[src/rtl/fetch_sequencer.sv]
// Fetch initiator: drives the PC onto program memory, waits for ready, strobes the IR load
// and then pulses the IR commit. Latched jumps replace the PC increment at the end of a fetch.
module fetch_sequencer #(
  parameter int unsigned ADDR_W = 8,
  parameter logic [ADDR_W-1:0] RESET_VEC = '0,
  parameter int unsigned WAIT_MAX = 15
) (
  input  logic              clk,
  input  logic              resetn,
  input  logic              fetch_req,
  input  logic              jump_en,
  input  logic [ADDR_W-1:0] jump_addr,
  input  logic              fault_clr,
  input  logic              mem_ready,
  output logic [ADDR_W-1:0] mem_addr,
  output logic              mem_oen,
  output logic              ir_loadn,
  output logic              ir_commit,
  output logic [ADDR_W-1:0] pc,
  output logic              busy,
  output logic              fault
);

  localparam int unsigned WCNT_W = 8;
  localparam logic [WCNT_W-1:0] WCNT_LAST = WCNT_W'(WAIT_MAX - 1);

  typedef enum logic [2:0] {
    S_IDLE   = 3'd0,
    S_ADDR   = 3'd1,
    S_WAIT   = 3'd2,
    S_LOAD   = 3'd3,
    S_COMMIT = 3'd4
  } state_t;

  state_t              r_state;
  logic [ADDR_W-1:0]   r_pc;
  logic                r_mem_oen;
  logic                r_ir_loadn;
  logic                r_ir_commit;
  logic                r_busy;
  logic                r_fault;
  logic [WCNT_W-1:0]   r_wcnt;
  logic                r_jpend;
  logic [ADDR_W-1:0]   r_jaddr;

  state_t              w_state_n;
  logic [ADDR_W-1:0]   w_pc_n;
  logic                w_mem_oen_n;
  logic                w_ir_loadn_n;
  logic                w_ir_commit_n;
  logic                w_fault_n;
  logic [WCNT_W-1:0]   w_wcnt_n;
  logic                w_jpend_n;
  logic [ADDR_W-1:0]   w_jaddr_n;

  // State and output registers
  always_ff @(posedge clk or negedge resetn) begin
    if (!resetn) begin
      r_state     <= S_IDLE;
      r_pc        <= RESET_VEC;
      r_mem_oen   <= 1'b1;
      r_ir_loadn  <= 1'b1;
      r_ir_commit <= 1'b0;
      r_busy      <= 1'b0;
      r_fault     <= 1'b0;
      r_wcnt      <= '0;
      r_jpend     <= 1'b0;
      r_jaddr     <= '0;
    end else begin
      r_state     <= w_state_n;
      r_pc        <= w_pc_n;
      r_mem_oen   <= w_mem_oen_n;
      r_ir_loadn  <= w_ir_loadn_n;
      r_ir_commit <= w_ir_commit_n;
      r_busy      <= (w_state_n != S_IDLE);
      r_fault     <= w_fault_n;
      r_wcnt      <= w_wcnt_n;
      r_jpend     <= w_jpend_n;
      r_jaddr     <= w_jaddr_n;
    end
  end

  // Next-state and next-output logic; a timeout in the same cycle overrides fault_clr
  always_comb begin
    w_state_n     = r_state;
    w_pc_n        = r_pc;
    w_mem_oen_n   = r_mem_oen;
    w_ir_loadn_n  = 1'b1;
    w_ir_commit_n = 1'b0;
    w_fault_n     = r_fault & ~fault_clr;
    w_wcnt_n      = r_wcnt;
    w_jpend_n     = r_jpend;
    w_jaddr_n     = r_jaddr;

    if ((r_state != S_IDLE) && jump_en) begin
      w_jpend_n = 1'b1;
      w_jaddr_n = jump_addr;
    end

    case (r_state)
      S_IDLE: begin
        if (jump_en) begin
          w_pc_n = jump_addr;
        end else if (fetch_req && !r_fault) begin
          w_state_n   = S_ADDR;
          w_mem_oen_n = 1'b0;
          w_wcnt_n    = '0;
        end
      end
      S_ADDR: begin
        w_state_n = S_WAIT;
      end
      S_WAIT: begin
        if (mem_ready) begin
          w_state_n    = S_LOAD;
          w_ir_loadn_n = 1'b0;
        end else if (r_wcnt == WCNT_LAST) begin
          w_state_n   = S_IDLE;
          w_fault_n   = 1'b1;
          w_mem_oen_n = 1'b1;
          w_jpend_n   = 1'b0;
        end else begin
          w_wcnt_n = r_wcnt + WCNT_W'(1);
        end
      end
      S_LOAD: begin
        w_state_n     = S_COMMIT;
        w_mem_oen_n   = 1'b1;
        w_ir_commit_n = 1'b1;
      end
      S_COMMIT: begin
        w_state_n = S_IDLE;
        w_jpend_n = 1'b0;
        if (jump_en) begin
          w_pc_n = jump_addr;
        end else if (r_jpend) begin
          w_pc_n = r_jaddr;
        end else begin
          w_pc_n = r_pc + ADDR_W'(1);
        end
      end
      default: begin
        w_state_n = S_IDLE;
      end
    endcase
  end

  assign mem_addr  = r_pc;
  assign pc        = r_pc;
  assign mem_oen   = r_mem_oen;
  assign ir_loadn  = r_ir_loadn;
  assign ir_commit = r_ir_commit;
  assign busy      = r_busy;
  assign fault     = r_fault;

endmodule

[config.mk]
export PLATFORM = sky130hd
export DESIGN_NAME = fetch_sequencer
export DESIGN_NICKNAME = d
export VERILOG_FILES = /design/src/rtl/fetch_sequencer.sv
export SDC_FILE = /design/constraint.sdc
export NUM_CORES = 1
export LEC_CHECK = 0
export ABC_AREA = 0
export BUFFER_PORTS_ARGS = -buffer_cell sky130_fd_sc_hd__buf_2
export CORE_ASPECT_RATIO = 1.4
export CORE_MARGIN = 3
export CORE_UTILIZATION = 40
export CTS_BUF_LIST = sky130_fd_sc_hd__clkbuf_8 sky130_fd_sc_hd__clkbuf_16
export CTS_CLUSTER_SIZE = 14
export DETAILED_ROUTE_END_ITERATION = 8
export HOLD_SLACK_MARGIN = 0.06
export PLACE_DENSITY = 0.6
export RECOVER_POWER = 100
export SYNTH_ARGS = -nofsm -noshare
export SYNTH_HDL_FRONTEND = slang
export SYNTH_SLANG_ARGS = --single-unit
[constraint.sdc]
create_clock -name clk -period 3.32 [get_ports clk]
set_clock_uncertainty 0.1 [all_clocks]
set_input_delay 0.83 -clock clk [delete_from_list [all_inputs] [get_ports clk]]
set_output_delay 0.83 -clock clk [all_outputs]
set_load 0.02 [all_outputs]
==> qor.csv <==
stage,metric,value,unit
floorplanning,die area,5630,µm²
logic_synthesis,syn_nets,206,
floorplanning,Die Height,87.6,µm
timing,fin crit period,2540,ps
finish,final cell count without fillers,276,
critical_path,CP required,3380,ps
status,failing checks,"max-capacitance violations, max-slew violations",
status,status,"complete, but fails checks",
logic_synthesis,Post-Syn Area,1900,µm²
cts,# H-tree levels,2,
pwr,maximum vdd drop,0.364,mV
cts,CTS tree,yes,
timing,Slew @ Worst Pin,1830,ps
cts,clk_lat worst skew,280,ps
route,routed len/inst,14.9,µm
route,drt drc,0,
critical_path,RR Startpoint,r_state[1],
cts,CTS resizes,0,
pwr,cell area power density,924,nW/µm²
floorplanning,die width,64.3,µm
grt,vias in the first global route,1511,
critical_path,CP bufs+invs,0,
placement,Final GP Congestion,0.823,
placement,Buffers on Ports,34,
logic_synthesis,Yosys top cell by area,dfrtp_1,
timing,final hold vios,0,
logic_synthesis,syn_area_per_cell,10.1,µm²
timing,Max Fclk,394,MHz
timing,unrepaired setup endpoints after global routing,no,
logic_synthesis,synth top area cells,"dfrtp_1, mux2_2, mux2i_1",
logic_synthesis,mux cell area share after synthesis,8.42,%
logic_synthesis,synthesized-area fraction occupied by adder cells,1.97,%
route,Routed Antenna Nets,0,
logic_synthesis,Post-synth ARST share,100,%
timing,Slew Limit Fails,34,
hold_path,WHS Endpoint,r_jaddr[5],
logic_synthesis,flop and latch count out of synthesis,33,
cts,Root Buffer,clkbuf_8,
placement,Post-Place Setup Slack,921,ps
floorplanning,starting density of the core,41.6,%
grt,largest net degree at the start of global routing,34,
logic_synthesis,Unique masters post-synth,51,
logic_synthesis,share of the synthesized area in the top cell type,40.8,%
logic_synthesis,Mapped Cells,189,
route,vias per cell,5.50,
critical_path,"CP delay by family, top",compound AO/OA/AOI/OAI gates,
critical_path,RR Endpoint,r_jaddr[0],
floorplanning,row cnt,29,
logic_synthesis,Synthesis Warnings,0,
finish,share of cells above drive strength 1,15.9,%
logic_synthesis,"count leader, synth",dfrtp_1,
route,WL final,4130,µm
critical_path,kind of critical path,flop to flop,
cts,Post-CTS Setup Inserts,0,
grt,total grt overflow,0,
finish,# nets final,230,
critical_path,crit-path cells,"or2_2, o21ai_0, mux2_2",
cts,CTS Buf Count,5,
logic_synthesis,Simple-Gate Fraction of Synth Area,21.1,%
logic_synthesis,synth cell count leaders,"dfrtp_1, nor2_1, nand2_1",
timing,Slew HR,-21.7,%
cts,Post-CTS Hold Fix Bufs,0,
cts,clk buf depth,2,
cts,CTS sink cnt,33,
job,number of max-cap violations,1,
hold_path,Cells on Worst Hold Path,1,
grt,gr usage total,16.3,%
floorplanning,I/O pins,35,
logic_synthesis,"EDFF count, synth",0,
logic_synthesis,"Seq/Total Area, Yosys",43.6,%
logic_synthesis,Post-Synth XOR/XNOR Area,2.30,%
floorplanning,total core area,4570,µm²
placement,number of instances in the placed design,268,
critical_path,Crit path arrival time,2600,ps
finish,Layout area overhead,9.80,%
timing,Final period util,76.4,%
finish,ant diodes,0,
timing,total negative setup slack,0,ps
hold_path,worst hold path class,flop to flop,
grt,antenna violations before repair,0,
pwr,static leakage,0.860,nW
route,drt pass-1 iters,4,
timing,Final setup viols,0,
logic_synthesis,ys flop type,dfrtp_1,
logic_synthesis,Compound-Gate Fraction of Synth Area,15.7,%
critical_path,Worst path slowest cell,o21ai_0,
timing,worst setup margin,782,ps
logic_synthesis,largest family of logic cells by synthesized area,simple AND/OR/NAND/NOR gates,
critical_path,Worst Setup End Kind,flop,
route,vias,1519,
cts,clk slew on worst S/H paths,70,ps
critical_path,"setup slack, reg-to-reg",780,ps
grt,first-pass GRT wire length,7150,µm
critical_path,Max stage delay on crit path,1000,ps
placement,DP HPWL,2900,µm
critical_path,Worst R2R Path Depth,3,
hold_path,hold_sp,r_jaddr[5],
critical_path,nature of the critical path startpoint,flop,
route,initial drt markers,73,
critical_path,"Max FO, Critical Path",10,
## registers in the layout (all words and copies together) (netlist names)
signal and flops:
mem_addr 8, r_jpend 1, busy 1, ir_loadn 1, r_wcnt 8, fault 1
mem_oen 1, ir_commit 1, r_state 3, r_jaddr 8
## area by class of cell
cell class	instances	area, µm²
well taps	62	77.6
inverters	5	18.8
clock inverters	1	5.00
fillers	498	2480
repair buffers	35	145
clock buffers	7	96.3
flip-flops and latches	33	828
multi-input cells	133	917
## per-layer routing
metal	vias up	share of wire (%)	GRT usage [%]
li1	742	-	-
met1	737	45	19.8
met2	36	50	27.6
met3	4	4.7	3.85
met4	0	0.82	6.92
met5	-	0	0
## per-stage QoR
| step | hold slack, ps | util, % | cell area, µm² | total power, W |
|---|---|---|---|---|
| floorplan | 370 | - | 1900 | 0.00147 |
| detailed placement | 389 | 44.7 | 2040 | 0.00166 |
| finish | 405 | 45.7 | 2090 | 0.00193 |
| global placement | 389 | 44.7 | 2040 | 0.00165 |
| CTS | 408 | 46.9 | 2140 | 0.00200 |
| global route | 422 | 45.7 | 2090 | 0.00210 |
## worst max-delay path by stage
stage | startpoint | to | slack [ps] | cells past startpoint
floorplan | fetch_req | r_wcnt[7] | 1310 | 5
global placement | jump_en | r_wcnt[3] | 980 | 5
detailed placement | jump_en | r_wcnt[4] | 920 | 5
CTS | r_state[2] | r_wcnt[2] | 1190 | 4
global route | r_state[1] | r_jaddr[3] | 670 | 3
finish | r_state[1] | r_jaddr[0] | 780 | 3
## cell usage in the layout, fill, tap and decap left out, drive strengths merged, types with 4 or more instances in the layout
master	Yosys	routed
o21ai	7	7
nand2	10	10
nor2	12	12
o22ai	6	6
mux2	8	8
buf	13	11
nand2b	6	6
mux2i	7	7
nand3	8	8
and3	4	4
nor3	5	5
nor4	5	5
dfrtp	31	31
inv	5	5
clkbuf	5	31
a21oi	7	7
## logic make-up after synthesis
family          Yosys count
mux                      15
compound gates           43
buf+inv                  23
xor+xnor                  5
fa+ha+maj                 3
simple gates             67
flops                    33
## power breakdown
part,total [W],internal (W),switching [W]
combinational,0.000827,0.000343,0.000484
clock,0.000331,0.000187,0.000144
sequential,0.000772,0.000558,0.000214
(Power assumes the default switching activity.)
